`config.mk`:
```
export PLATFORM = sky130hd
export DESIGN_NAME = life_array_host
export DESIGN_NICKNAME = d
export VERILOG_FILES = /design/src/rtl/life_array_host.sv
export SDC_FILE = /design/constraint.sdc
export NUM_CORES = 1
export LEC_CHECK = 0
export BUFFER_PORTS_ARGS = -buffer_cell sky130_fd_sc_hd__buf_2
export CORE_UTILIZATION = 55
export DETAILED_ROUTE_END_ITERATION = 8
export GPL_TIMING_DRIVEN = 0
export PLACE_DENSITY = 0.9
export SYNTH_ARGS = -nofsm -noshare
export SYNTH_HDL_FRONTEND = slang
export SYNTH_SLANG_ARGS = --single-unit
```
`constraint.sdc`:
```
create_clock -name clk -period 3.6 [get_ports clk]
set_clock_uncertainty 0.05 [all_clocks]
set_input_delay 0.18 -clock clk [delete_from_list [all_inputs] [get_ports clk]]
set_output_delay 0.18 -clock clk [all_outputs]
set_load 0.005 [all_outputs]
```
`src/rtl/life_array_host.sv`:
```
// rtl/life_array_host.sv - host controller that loads, steps and reads back the 16x16 Life array
module life_array_host #(
    parameter int ROWS     = 16,
    parameter int WIDTH    = 16,
    parameter int GEN_W    = 8,
    parameter int STEP_GAP = 1
) (
    input  logic             clk,
    input  logic             reset,
    input  logic             start,
    input  logic [GEN_W-1:0] gens,
    input  logic [WIDTH-1:0] in_data,
    input  logic             in_valid,
    output logic             in_ready,
    output logic [WIDTH-1:0] out_data,
    output logic             out_valid,
    input  logic             out_ready,
    output logic             busy,
    output logic             done,
    output logic [WIDTH-1:0] arr_vali,
    output logic [3:0]       arr_vali_selector,
    output logic             arr_write_enb,
    output logic             arr_step,
    output logic [3:0]       arr_valo_selector,
    input  logic [WIDTH-1:0] arr_valo
);

    localparam logic [2:0] S_IDLE  = 3'd0;
    localparam logic [2:0] S_LOAD  = 3'd1;
    localparam logic [2:0] S_STEP  = 3'd2;
    localparam logic [2:0] S_GAP   = 3'd3;
    localparam logic [2:0] S_RDSEL = 3'd4;
    localparam logic [2:0] S_OUT   = 3'd5;
    localparam logic [2:0] S_FIN   = 3'd6;

    localparam logic [3:0] LAST_ROW = 4'(ROWS - 1);
    localparam logic [3:0] GAP_LAST = 4'((STEP_GAP > 0) ? (STEP_GAP - 1) : 0);

    logic [2:0]       state;
    logic [3:0]       row;
    logic [GEN_W-1:0] gen_rem;
    logic [3:0]       gap_cnt;

    always_ff @(posedge clk or posedge reset) begin
        if (reset) begin
            state             <= S_IDLE;
            row               <= 4'd0;
            gen_rem           <= '0;
            gap_cnt           <= 4'd0;
            in_ready          <= 1'b0;
            out_data          <= '0;
            out_valid         <= 1'b0;
            busy              <= 1'b0;
            done              <= 1'b0;
            arr_vali          <= '0;
            arr_vali_selector <= 4'd0;
            arr_write_enb     <= 1'b0;
            arr_step          <= 1'b0;
            arr_valo_selector <= 4'd0;
        end else begin
            arr_write_enb <= 1'b0;
            arr_step      <= 1'b0;
            done          <= 1'b0;
            case (state)
                S_IDLE: begin
                    if (start) begin
                        state    <= S_LOAD;
                        gen_rem  <= gens;
                        row      <= 4'd0;
                        in_ready <= 1'b1;
                        busy     <= 1'b1;
                    end
                end
                S_LOAD: begin
                    if (in_valid && in_ready) begin
                        arr_vali          <= in_data;
                        arr_vali_selector <= row;
                        arr_write_enb     <= 1'b1;
                        if (row == LAST_ROW) begin
                            in_ready <= 1'b0;
                            row      <= 4'd0;
                            if (gen_rem != '0) begin
                                state <= S_STEP;
                            end else begin
                                state             <= S_RDSEL;
                                arr_valo_selector <= 4'd0;
                            end
                        end else begin
                            row <= row + 4'd1;
                        end
                    end
                end
                S_STEP: begin
                    arr_step <= 1'b1;
                    gen_rem  <= gen_rem - GEN_W'(1);
                    if (STEP_GAP > 0) begin
                        state   <= S_GAP;
                        gap_cnt <= GAP_LAST;
                    end else if (gen_rem != GEN_W'(1)) begin
                        state <= S_STEP;
                    end else begin
                        state             <= S_RDSEL;
                        arr_valo_selector <= row;
                    end
                end
                S_GAP: begin
                    if (gap_cnt == 4'd0) begin
                        if (gen_rem != '0) begin
                            state <= S_STEP;
                        end else begin
                            state             <= S_RDSEL;
                            arr_valo_selector <= row;
                        end
                    end else begin
                        gap_cnt <= gap_cnt - 4'd1;
                    end
                end
                S_RDSEL: begin
                    // The array only settles after a pending step or write strobe has been taken.
                    if (!arr_step && !arr_write_enb) begin
                        out_data  <= arr_valo;
                        out_valid <= 1'b1;
                        state     <= S_OUT;
                    end
                end
                S_OUT: begin
                    if (out_ready) begin
                        out_valid <= 1'b0;
                        if (row != LAST_ROW) begin
                            row               <= row + 4'd1;
                            arr_valo_selector <= row + 4'd1;
                            state             <= S_RDSEL;
                        end else begin
                            state <= S_FIN;
                            done  <= 1'b1;
                        end
                    end
                end
                S_FIN: begin
                    state <= S_IDLE;
                    busy  <= 1'b0;
                end
                default: state <= S_IDLE;
            endcase
        end
    end

endmodule
```
== After elaboration in Yosys (flattened, before gate mapping) ==
Index checks and enable logic that the tools add are counted.

* Register bits: 65
* Output and inout port bits: 46

* Add/sub/neg operators: 3
* Equal/unequal tests: 18
* Mux-type cells: 39
* Reductions and logical operators: 24

{| class="wikitable"
|+ Operators by type and width
! operator !! count
|-
| $mux 4 || 11
|-
| $pmux 4 s3 || 2
|-
| $mux 3 || 7
|-
| $ne 2x2->1 const B || 10
|-
| $pmux 3 s6 || 1
|-
| $pmux 8 s2 || 1
|-
| $mux 1 || 11
|-
| $reduce_and 2->1 || 5
|-
| $reduce_bool 2->1 || 5
|-
| $eq 3x3->1 const B || 3
|-
| $mux 8 || 1
|-
| $pmux 4 s2 || 1
|-
| $reduce_and 8->1 || 1
|-
| $reduce_bool 8->1 || 1
|-
| $sub 8x1->8 const B || 1
|-
| $eq 3x2->1 const B || 2
|-
| $pmux 1 s2 || 3
|-
| $reduce_and 6->1 || 1
|-
| $reduce_bool 3->1 || 2
|-
| $reduce_and 5->1 || 1
|-
| $add 4x1->4 const B || 1
|-
| $eq 4x4->1 const B || 1
|-
| $logic_not 4->1 || 1
|-
| $ne 4x4->1 const B || 1
|-
| 8 further kinds || 10
|}

== Depth between registers and ports, before layout ==
Gate-level depths: netlist of run 1.

* Depth after elaboration: 5
* Mapped depth: 7

== Worst setup path after synthesis of run 1 ==
OpenSTA, ideal clock, no wires.

* Kind: register to register
* Start point: register row[0]
* End point: register arr_valo_selector[0]
* Library setup time: 0.125 ns
* Arrival: 2.048 ns
* Slack: 1.377 ns
* Cell stages (with the launch flop): 6
* Clock period less this slack: 2.223 ns
* Cells stage by stage: dfrtp_1 ha_1 and3_4 or3_4 a2111oi_4 mux2_2

* Word-level cells in the longest chain between the ends: 4
* Elaborated cells on any way between the ends: 11
* Those cells by class: 1 x add/sub; 4 x eq/ne; 5 x mux; 1 x reduce/logical

{| class="wikitable"
|+ RTL lines
! element !! RTL line !! text
|-
| from (decl) || 40 || <nowiki>logic [3:0] row;</nowiki>
|-
| from (signal assigned) || 89 || <nowiki>row <= row + 4'd1;</nowiki>
|-
| from (signal assigned) || 130 || <nowiki>row <= row + 4'd1;</nowiki>
|-
| $add 4x1->4 || 131 || <nowiki>arr_valo_selector <= row + 4'd1;</nowiki>
|-
| $mux 4 || 129 || <nowiki>if (row != LAST_ROW) begin</nowiki>
|-
| $mux 4 || 127 || <nowiki>if (out_ready) begin</nowiki>
|-
| $pmux 4 s3 || 64 || <nowiki>case (state)</nowiki>
|-
| to (signal assigned) || 103 || <nowiki>arr_valo_selector <= row;</nowiki>
|-
| to (signal assigned) || 112 || <nowiki>arr_valo_selector <= row;</nowiki>
|-
| to (signal assigned) || 131 ||
|-
| to (decl) || 24 || <nowiki>output logic [3:0] arr_valo_selector,</nowiki>
|}

Parallel ways exist; a longest one is shown, timed or not. The select of a mux whose other input is x is not followed.
A chain may end at the register's enable or synchronous reset.

== Worst setup path after layout of run 1 ==
* Start point: register row[0]
* End point: register arr_valo_selector[1]

The elaborated chain is that of the path after synthesis.

==> metrics.md, run 1 <==
| Metric | Value |
|---|---|
| Worst-margin pin slew | `0.680 ns` |
| Max-slew headroom | `0.542` |
| DR vias | `2525` |
| Finished Layout Cells | `441` |
| Vias per cell | `5.73` |
| Share of layout cells above drive strength 1 | `0.445` |
| Antenna cells | `0` |
| Worst Setup End Kind | `flip-flop` |
| CP startpoint kind | `flip-flop` |
| Setup CP Type | `flip-flop to flip-flop` |
| Max-Cap Viols | `0` |
| Worst min path class | `input port to flip-flop` |
| Post-DRT Antenna Nets | `0` |
| Global placement routability congestion | `0.924` |
| Synth Instances | `263` |
| CP max stage delay | `0.48 ns` |
| Avg WL per Cell | `15.8 um` |
| Post-Place Cells | `424` |
| Multi-input logic area | `1310 um^2` |
| Worst VDD drop | `0.509 mV` |
| Initial core utilization | `0.582` |
| Post-synthesis sequential area ratio | `0.533` |
| DRT Pass-1 Iters | `4` |
| Distinct cells, synth | `51` |
| Final Max Slew Viols | `0` |
| Die Area | `5850 um^2` |
| Dpl hpwl | `5.04 mm` |
| Worst Path Required | `3.77 ns` |
| Gr ovfl total | `0` |
| Vias in the first global route | `2502` |
| Slowest-stage cell, CP | `dfrtp_1` |
| Row cnt | `26` |
| Clock tree buffer depth | `2` |
| Largest net degree at the start of global routing | `35` |
| Post-layout min period | `2.46 ns` |
| Total power divided by cell area | `739 nW/um^2` |
| Setup TNS | `0 ns` |
| PortBufs | `90` |
| Worst path top cell family by delay | `simple AND/OR/NAND/NOR gates` |
| Final WL | `6.96 mm` |
| Crit share post-route | `0.683` |
| FF/Latch Area | `1630 um^2` |
| Hold depth | `3` |
| CTS Buf Count | `9` |
| Clk_lat worst skew | `0.34 ns` |
| Residual DRC | `0` |
| Die span in y | `76.5 um` |
| Critical path arrival | `2.63 ns` |
| Post-synth EDFFs | `0` |
| Top fanout value on the critical path | `6` |
| Hold-fix buffers, CTS | `1` |
| Busiest grt layer | `met2` |
| Critical path depth in cells | `5` |
| First-pass GRT wire length | `11.4 mm` |
| Syn nets | `313` |
| Setup Buffers After CTS | `0` |
| Leak | `1.88 nW` |
| Ys flop type | `dfrtp_1` |
| IO Pins | `91` |
| CTS tree | `yes` |
| Bufs and invs on worst path | `0` |
| Initial DRC Count | `121` |
| # fillers | `393` |
| Met3 usage in global routing | `0.0575` |
| Synthesis Warnings | `0` |
| Final hold violation count | `0` |
| Clk sink count | `65` |
| Synthesis-stage register bit count | `65` |
| Status | `finished, final reports clean` |
| Clk Tree Root Cell | `clkbuf_8` |
| Routing usage on met2 | `0.412` |
| RSZ-0062 raised after global routing | `false` |
| H-tree depth | `3` |
| Final design utilization | `0.728` |
| Initial antenna violation count | `0` |
| R2R depth | `5` |
| Fmax | `407 MHz` |
| Clock transition at path regs | `0.07 ns` |
| Chip width | `76.5 um` |
| Mapped cell area | `3050 um^2` |
| FFs w/ async S/R, synth | `1.00` |
| Met1 Use GR | `0.320` |
| Core box area | `5240 um^2` |
| Syn avg cell area | `11.6 um^2` |
| Final Setup Violations | `0` |
| Total Routing Usage GR | `0.255` |
| PostCTS Resize Cnt | `0` |
| Final Net Count | `416` |
| CP Cell Sequence | `ha_1 -> and3_4 -> or3_4 -> a2111oi_4 -> mux2_2` |
| Area added between synthesis and finish | `25.1%` |
synth_stat cells, types with 3 or more instances:
master    number  area, um^2
dfrtp_1       65        1630
mux2_2        40         450
a21oi_1       14        70.1
nand2_1       14        52.6
o21ai_0       14        70.1
nor2_1        12        45.0
inv_1         11        41.3
buf_2          7        35.0
nand3_1        7        35.0
nor3_1         6        30.0
or3_1          6        37.5
clkbuf_1       5        18.8
ha_1           5        62.6
nor2b_1        5        31.3
a31oi_1        3        18.8
nand2b_1       3        18.8
nor3b_1        3        22.5
nor4_1         3        18.8
o211ai_1       3        22.5
o31ai_1        3        22.5
layer usage:
| layer | routed length (um) | part of all wire |
|---|---|---|
| met2 | 3510 | 0.50 |
| met3 | 454 | 0.065 |
| met4 | 167 | 0.024 |
| met5 | 0 | 0 |
| met1 | 2820 | 0.41 |
worst paths after layout:
check                      slack [ns]                          endpoint                     start
max                              1.14  arr_valo_selector[1]$_DFFE_PP0P_        row[0]$_DFFE_PP0P_
min                              0.02            gen_rem[3]$_DFFE_PP0P_                   gens[3]
max reg2reg                      1.14  arr_valo_selector[1]$_DFFE_PP0P_        row[0]$_DFFE_PP0P_
min reg2reg                      0.45          arr_vali[10]$_DFFE_PP0P_  arr_vali[10]$_DFFE_PP0P_
max in group asynchronous        2.43              in_ready$_DFFE_PP0P_                     reset
min in group asynchronous        0.46           out_data[0]$_DFFE_PP0P_                     reset
power by group:
part | internal, mW | total [mW] | switching (mW)
clock network | 0.336 | 0.615 | 0.278
registers | 0.973 | 1.15 | 0.174
logic | 0.518 | 1.06 | 0.539
total | 1.83 | 2.82 | 0.991
stage by stage:
step                      worst slack, ns  cell area [um^2]  power [mW]  hold WS, ns
final                                1.14              3810        2.82       0.0156
after global routing                 1.09              3810        2.98       0.0119
after CTS                            1.17              3810        2.81      0.00741
after detailed placement             1.16              3610        2.20        0.262
after global placement               1.04              3590        2.12        0.360
after floorplan                      1.38              3050        1.81        0.259
cells by family (layout without fill, tap and decap cells):
logic type | Yosys count | after routing | share of synthesized area
compound gates | 51 | 51 | 0.112
xor+xnor | 1 | 1 | 0.00287
fa+ha+maj | 5 | 5 | 0.0205
buf+inv | 25 | 133 | 0.0373
flops | 65 | 65 | 0.533
mux | 42 | 42 | 0.154
simple gates | 74 | 74 | 0.140
sequential cells by signal (all words and copies together), names as in the netlist:
register,count
gen_rem,8
out_valid,1
state,3
busy,1
done,1
out_data,16
arr_vali_selector,4
row,4
arr_write_enb,1
in_ready,1
arr_valo_selector,4
arr_step,1
arr_vali,16
gap_cnt,4
worst reg2reg max path, cell delays in order, from the launching register on:
cell and delay [ns]:
dfrtp_1 0.48, ha_1 0.33, and3_4 0.23, or3_4 0.40
a2111oi_4 0.47, mux2_2 0.39
area by class of cell:
cell class                 instances  area share
clock buffer                      11      0.0371
clock inverter                     5      0.0144
inverter                          11      0.0108
tap                               70      0.0230
buffer                            14      0.0190
timing repair buffer              92       0.126
sequential                        65       0.427
multi-input combinational        173       0.343
cells in the final DEF (no fill, tap or decap), types with 2 or more instances in the layout:
master	count
o211ai_1	3
nor4_1	3
mux2_2	40
nand3_1	7
o21ai_0	14
dfrtp_1	65
clkbuf_8	10
nand2_1	14
a21oi_1	14
nand2b_1	3
clkbuf_1	6
clkinvlp_4	2
nor3_1	6
ha_1	5
nor2b_1	5
mux2i_1	2
or3_1	6
nor3b_1	3
a31oi_1	3
o31ai_1	3
buf_2	97
inv_1	10
nand4_1	2
clkinv_2	2
nor2_1	12
o2bb2ai_1	2
Power figures use the tool's default switching activity.
==> run 2, diff against run 1 <==
--- a/config.mk
+++ b/config.mk
@@ -6,10 +6,10 @@
 export NUM_CORES = 1
 export LEC_CHECK = 0
 export BUFFER_PORTS_ARGS = -buffer_cell sky130_fd_sc_hd__buf_2
-export CORE_UTILIZATION = 55
+export CORE_UTILIZATION = 46
 export DETAILED_ROUTE_END_ITERATION = 8
 export GPL_TIMING_DRIVEN = 0
-export PLACE_DENSITY = 0.9
+export PLACE_DENSITY = 0.81
 export SYNTH_ARGS = -nofsm -noshare
 export SYNTH_HDL_FRONTEND = slang
 export SYNTH_SLANG_ARGS = --single-unit
==> constraint.sdc (replaced) <==
create_clock -name clk -period 2.19 [get_ports clk]
set_clock_uncertainty 0.05 [all_clocks]
set_input_delay 0.1095 -clock clk [delete_from_list [all_inputs] [get_ports clk]]
set_output_delay 0.1095 -clock clk [all_outputs]
set_load 0.005 [all_outputs]
==> run 2 against run 1 <==
Sequential power rose by 64%. Cell count rose by 11%. Maximum frequency rose by 14%. Total power rose by 78%. Highest routed layer unchanged. Core utilization fell by 5.1 points. Non-clock buffer count rose by 41. Critical endpoint unchanged. Sequential share of layout area fell by 5.0 points. Critical path depth rose by 1. Largest power group unchanged. First-iteration DRC count rose by 8.3%.
==> metrics.md, run 2 (synthesis gave the netlist of run 1 again) <==
| Metric | Value |
|---|---|
| Clock transition at path regs | `0.07 ns (about the same)` |
| Row cnt | `29 (was 26)` |
| IO Pins | `91 (unchanged)` |
| Initial core utilization | `0.477 (was 0.582)` |
| Post-DRT Antenna Nets | `0 (unchanged)` |
| H-tree depth | `3 (unchanged)` |
| Gr ovfl total | `0 (unchanged)` |
| Total power divided by cell area | `1160 nW/um^2 (was 739 nW/um^2)` |
| Reg-to-Reg End | `arr_valo_selector[1]$_DFFE_PP0P_ (unchanged)` |
| Max-Cap Viols | `0 (unchanged)` |
| Initial DRC Count | `131 (was 121)` |
| Placed instance area | `3620 um^2 (was 3610 um^2)` |
| PortBufs | `90 (unchanged)` |
| Bufs and invs on worst path | `1 (was 0)` |
| Final Max Slew Viols | `0 (unchanged)` |
| Critical Path Source | `row[1]$_DFFE_PP0P_ (was row[0]$_DFFE_PP0P_)` |
| Final Net Count | `457 (was 416)` |
| Chip width | `83.4 um (was 76.5 um)` |
| Total Routing Usage GR | `0.237 (was 0.255)` |
| Post-layout min period | `2.15 ns (was 2.46 ns)` |
| CTS tree | `yes (unchanged)` |
| Most common cell after layout, fill and taps aside | `buf_2 (unchanged)` |
| CP startpoint kind | `flip-flop (unchanged)` |
| Dpl hpwl | `4.98 mm (was 5.04 mm)` |
| Leak | `2.08 nW (was 1.88 nW)` |
| Reg2Reg Launch Point | `row[1]$_DFFE_PP0P_ (was row[0]$_DFFE_PP0P_)` |
| Initial antenna violation count | `0 (unchanged)` |
| Met3 usage in global routing | `0.0477 (was 0.0575)` |
| Regs by FF count | `arr_vali: 16 flops, out_data: 16 flops, gen_rem: 8 flops (unchanged)` |
| Worst-margin pin slew | `0.840 ns (was 0.680 ns)` |
| Global placement routability congestion | `0.930 (was 0.924)` |
| Final hold violation count | `0 (unchanged)` |
| Worst path top cell family by delay | `simple AND/OR/NAND/NOR gates (unchanged)` |
| Crit path capture | `arr_valo_selector[1]$_DFFE_PP0P_ (unchanged)` |
| Share of layout cells above drive strength 1 | `0.422 (was 0.445)` |
| CP Cell Sequence | `ha_4 -> and3_4 -> or3_4 -> a2111oi_4 -> buf_4 -> mux2_2 (was ha_1 -> and3_4 -> or3_4 -> a2111oi_4 -> mux2_2)` |
| Routing usage on met2 | `0.431 (was 0.412)` |
| Clk Tree Root Cell | `clkbuf_8 (unchanged)` |
| Clock tree buffer depth | `2 (unchanged)` |
| RSZ-0062 raised after global routing | `false (unchanged)` |
| Final WL | `7.88 mm (was 6.96 mm)` |
| Final Setup Violations | `0 (unchanged)` |
| Tot Pwr | `5.03 mW (was 2.82 mW)` |
| Setup TNS | `0 ns (unchanged)` |
| Vias in the first global route | `2676 (was 2502)` |
| DR vias | `2627 (was 2525)` |
| Leading cell types in the layout, fill and taps excluded | `96 x buf_2, 64 x dfrtp_1, 39 x mux2_2 (was 97 x buf_2, 65 x dfrtp_1, 40 x mux2_2)` |
| Vias per cell | `5.36 (was 5.73)` |
| Clk_lat worst skew | `0.35 ns (was 0.34 ns)` |
| Status | `finished, final reports clean (unchanged)` |
| Area added between synthesis and finish | `41.8% (was 25.1%)` |
| Post-Place Cells | `431 (was 424)` |
| Setup CP Type | `flip-flop to flip-flop (unchanged)` |
| Post-route cell area | `4320 um^2 (was 3810 um^2)` |
| Worst Setup End Kind | `flip-flop (unchanged)` |
| Worst min path class | `input port to flip-flop (unchanged)` |
| Fmax | `465 MHz (was 407 MHz)` |
| Core box area | `6390 um^2 (was 5240 um^2)` |
| Final design utilization | `0.677 (was 0.728)` |
| DRT Pass-1 Iters | `4 (unchanged)` |
| Top fanout value on the critical path | `5 (was 6)` |
| Max-slew headroom | `0.439 (was 0.542)` |
| First-pass GRT wire length | `12.9 mm (was 11.4 mm)` |
| Residual DRC | `0 (unchanged)` |
| Critical path depth in cells | `6 (was 5)` |
| Avg WL per Cell | `16.1 um (was 15.8 um)` |
| Slowest-stage cell, CP | `dfrtp_1 (unchanged)` |
| Worst VDD drop | `0.810 mV (was 0.509 mV)` |
| CTS Buf Count | `9 (unchanged)` |
| Crit share post-route | `0.981 (was 0.683)` |
| R2R depth | `6 (was 5)` |
| R2R Setup Slk | `0.04 ns (was 1.14 ns)` |
| Largest net degree at the start of global routing | `41 (was 35)` |
| Clk sink count | `65 (unchanged)` |
| Die Area | `6960 um^2 (was 5850 um^2)` |
| CP max stage delay | `0.42 ns (was 0.48 ns)` |
| Met1 Use GR | `0.268 (was 0.320)` |
| Worst Path Required | `2.37 ns (was 3.77 ns)` |
| Die span in y | `83.4 um (was 76.5 um)` |
| Busiest grt layer | `met2 (unchanged)` |
| Critical path arrival | `2.33 ns (was 2.63 ns)` |
| Finished Layout Cells | `490 (was 441)` |
-- run 2: worst min-delay path: cells and delay by family --
family / cells / cell delay, ns
AO/OA/AOI/OAI: 2 / 0.19
buffers and inverters: 1 / 0.07
-- run 2: area by class of cell --
type                    instances  area, um^2
clock buffers                  10         128
repair buffers                133         881
multi-input cells             173        1360
fillers                       450        2060
clock inverters                 6         115
well taps                      77        96.3
inverters                      11        41.3
diodes                          1        2.50
flip-flops and latches         65        1630
plain buffers                  14        75.1
-- run 2: stage by stage --
step,hold slack [ns],setup WS [ns]
finish,0.0149,0.0405
global route,0.0220,0.00107
CTS,0.00916,0.00385
detailed placement,0.279,-0.165
global placement,0.288,-0.309
floorplan,0.188,0.0205
-- run 2: worst min-delay path by stage --
stage,start,to,slack [ns],cells past startpoint
after floorplan,in_valid,in_ready$_DFFE_PP0P_,0.19,1
after global placement,gens[0],gen_rem[0]$_DFFE_PP0P_,0.29,3
after detailed placement,reset,out_data[15]$_DFFE_PP0P_,0.28,2
after CTS,out_ready,done$_DFF_PP0_,0.009,3
after global routing,out_ready,done$_DFF_PP0_,0.02,3
final,gens[2],gen_rem[2]$_DFFE_PP0P_,0.01,3
-- run 2: power by group --
part           switching [mW]  internal, mW
sequential              0.288          1.60
clock                   0.495         0.762
combinational           0.918         0.962
total                    1.70          3.32
-- run 2: timing repair --
item / CTS / global route
endpoints found under the hold margin: 76 / 0
gates resized for setup: 5 / 5
buffers inserted: 4 / 0
pin swaps: 2 / 3
hold buffers: 38 / 0
endpoints found under the setup margin: 13 / 33
-- run 2: layer usage --
metal / routed length, um / up-vias / share of wire
li1: - / 1244 / -
met1: 3160 / 1278 / 0.40
met2: 4180 / 91 / 0.53
met3: 368 / 14 / 0.047
met4: 172 / 0 / 0.022
met5: 0 / - / 0
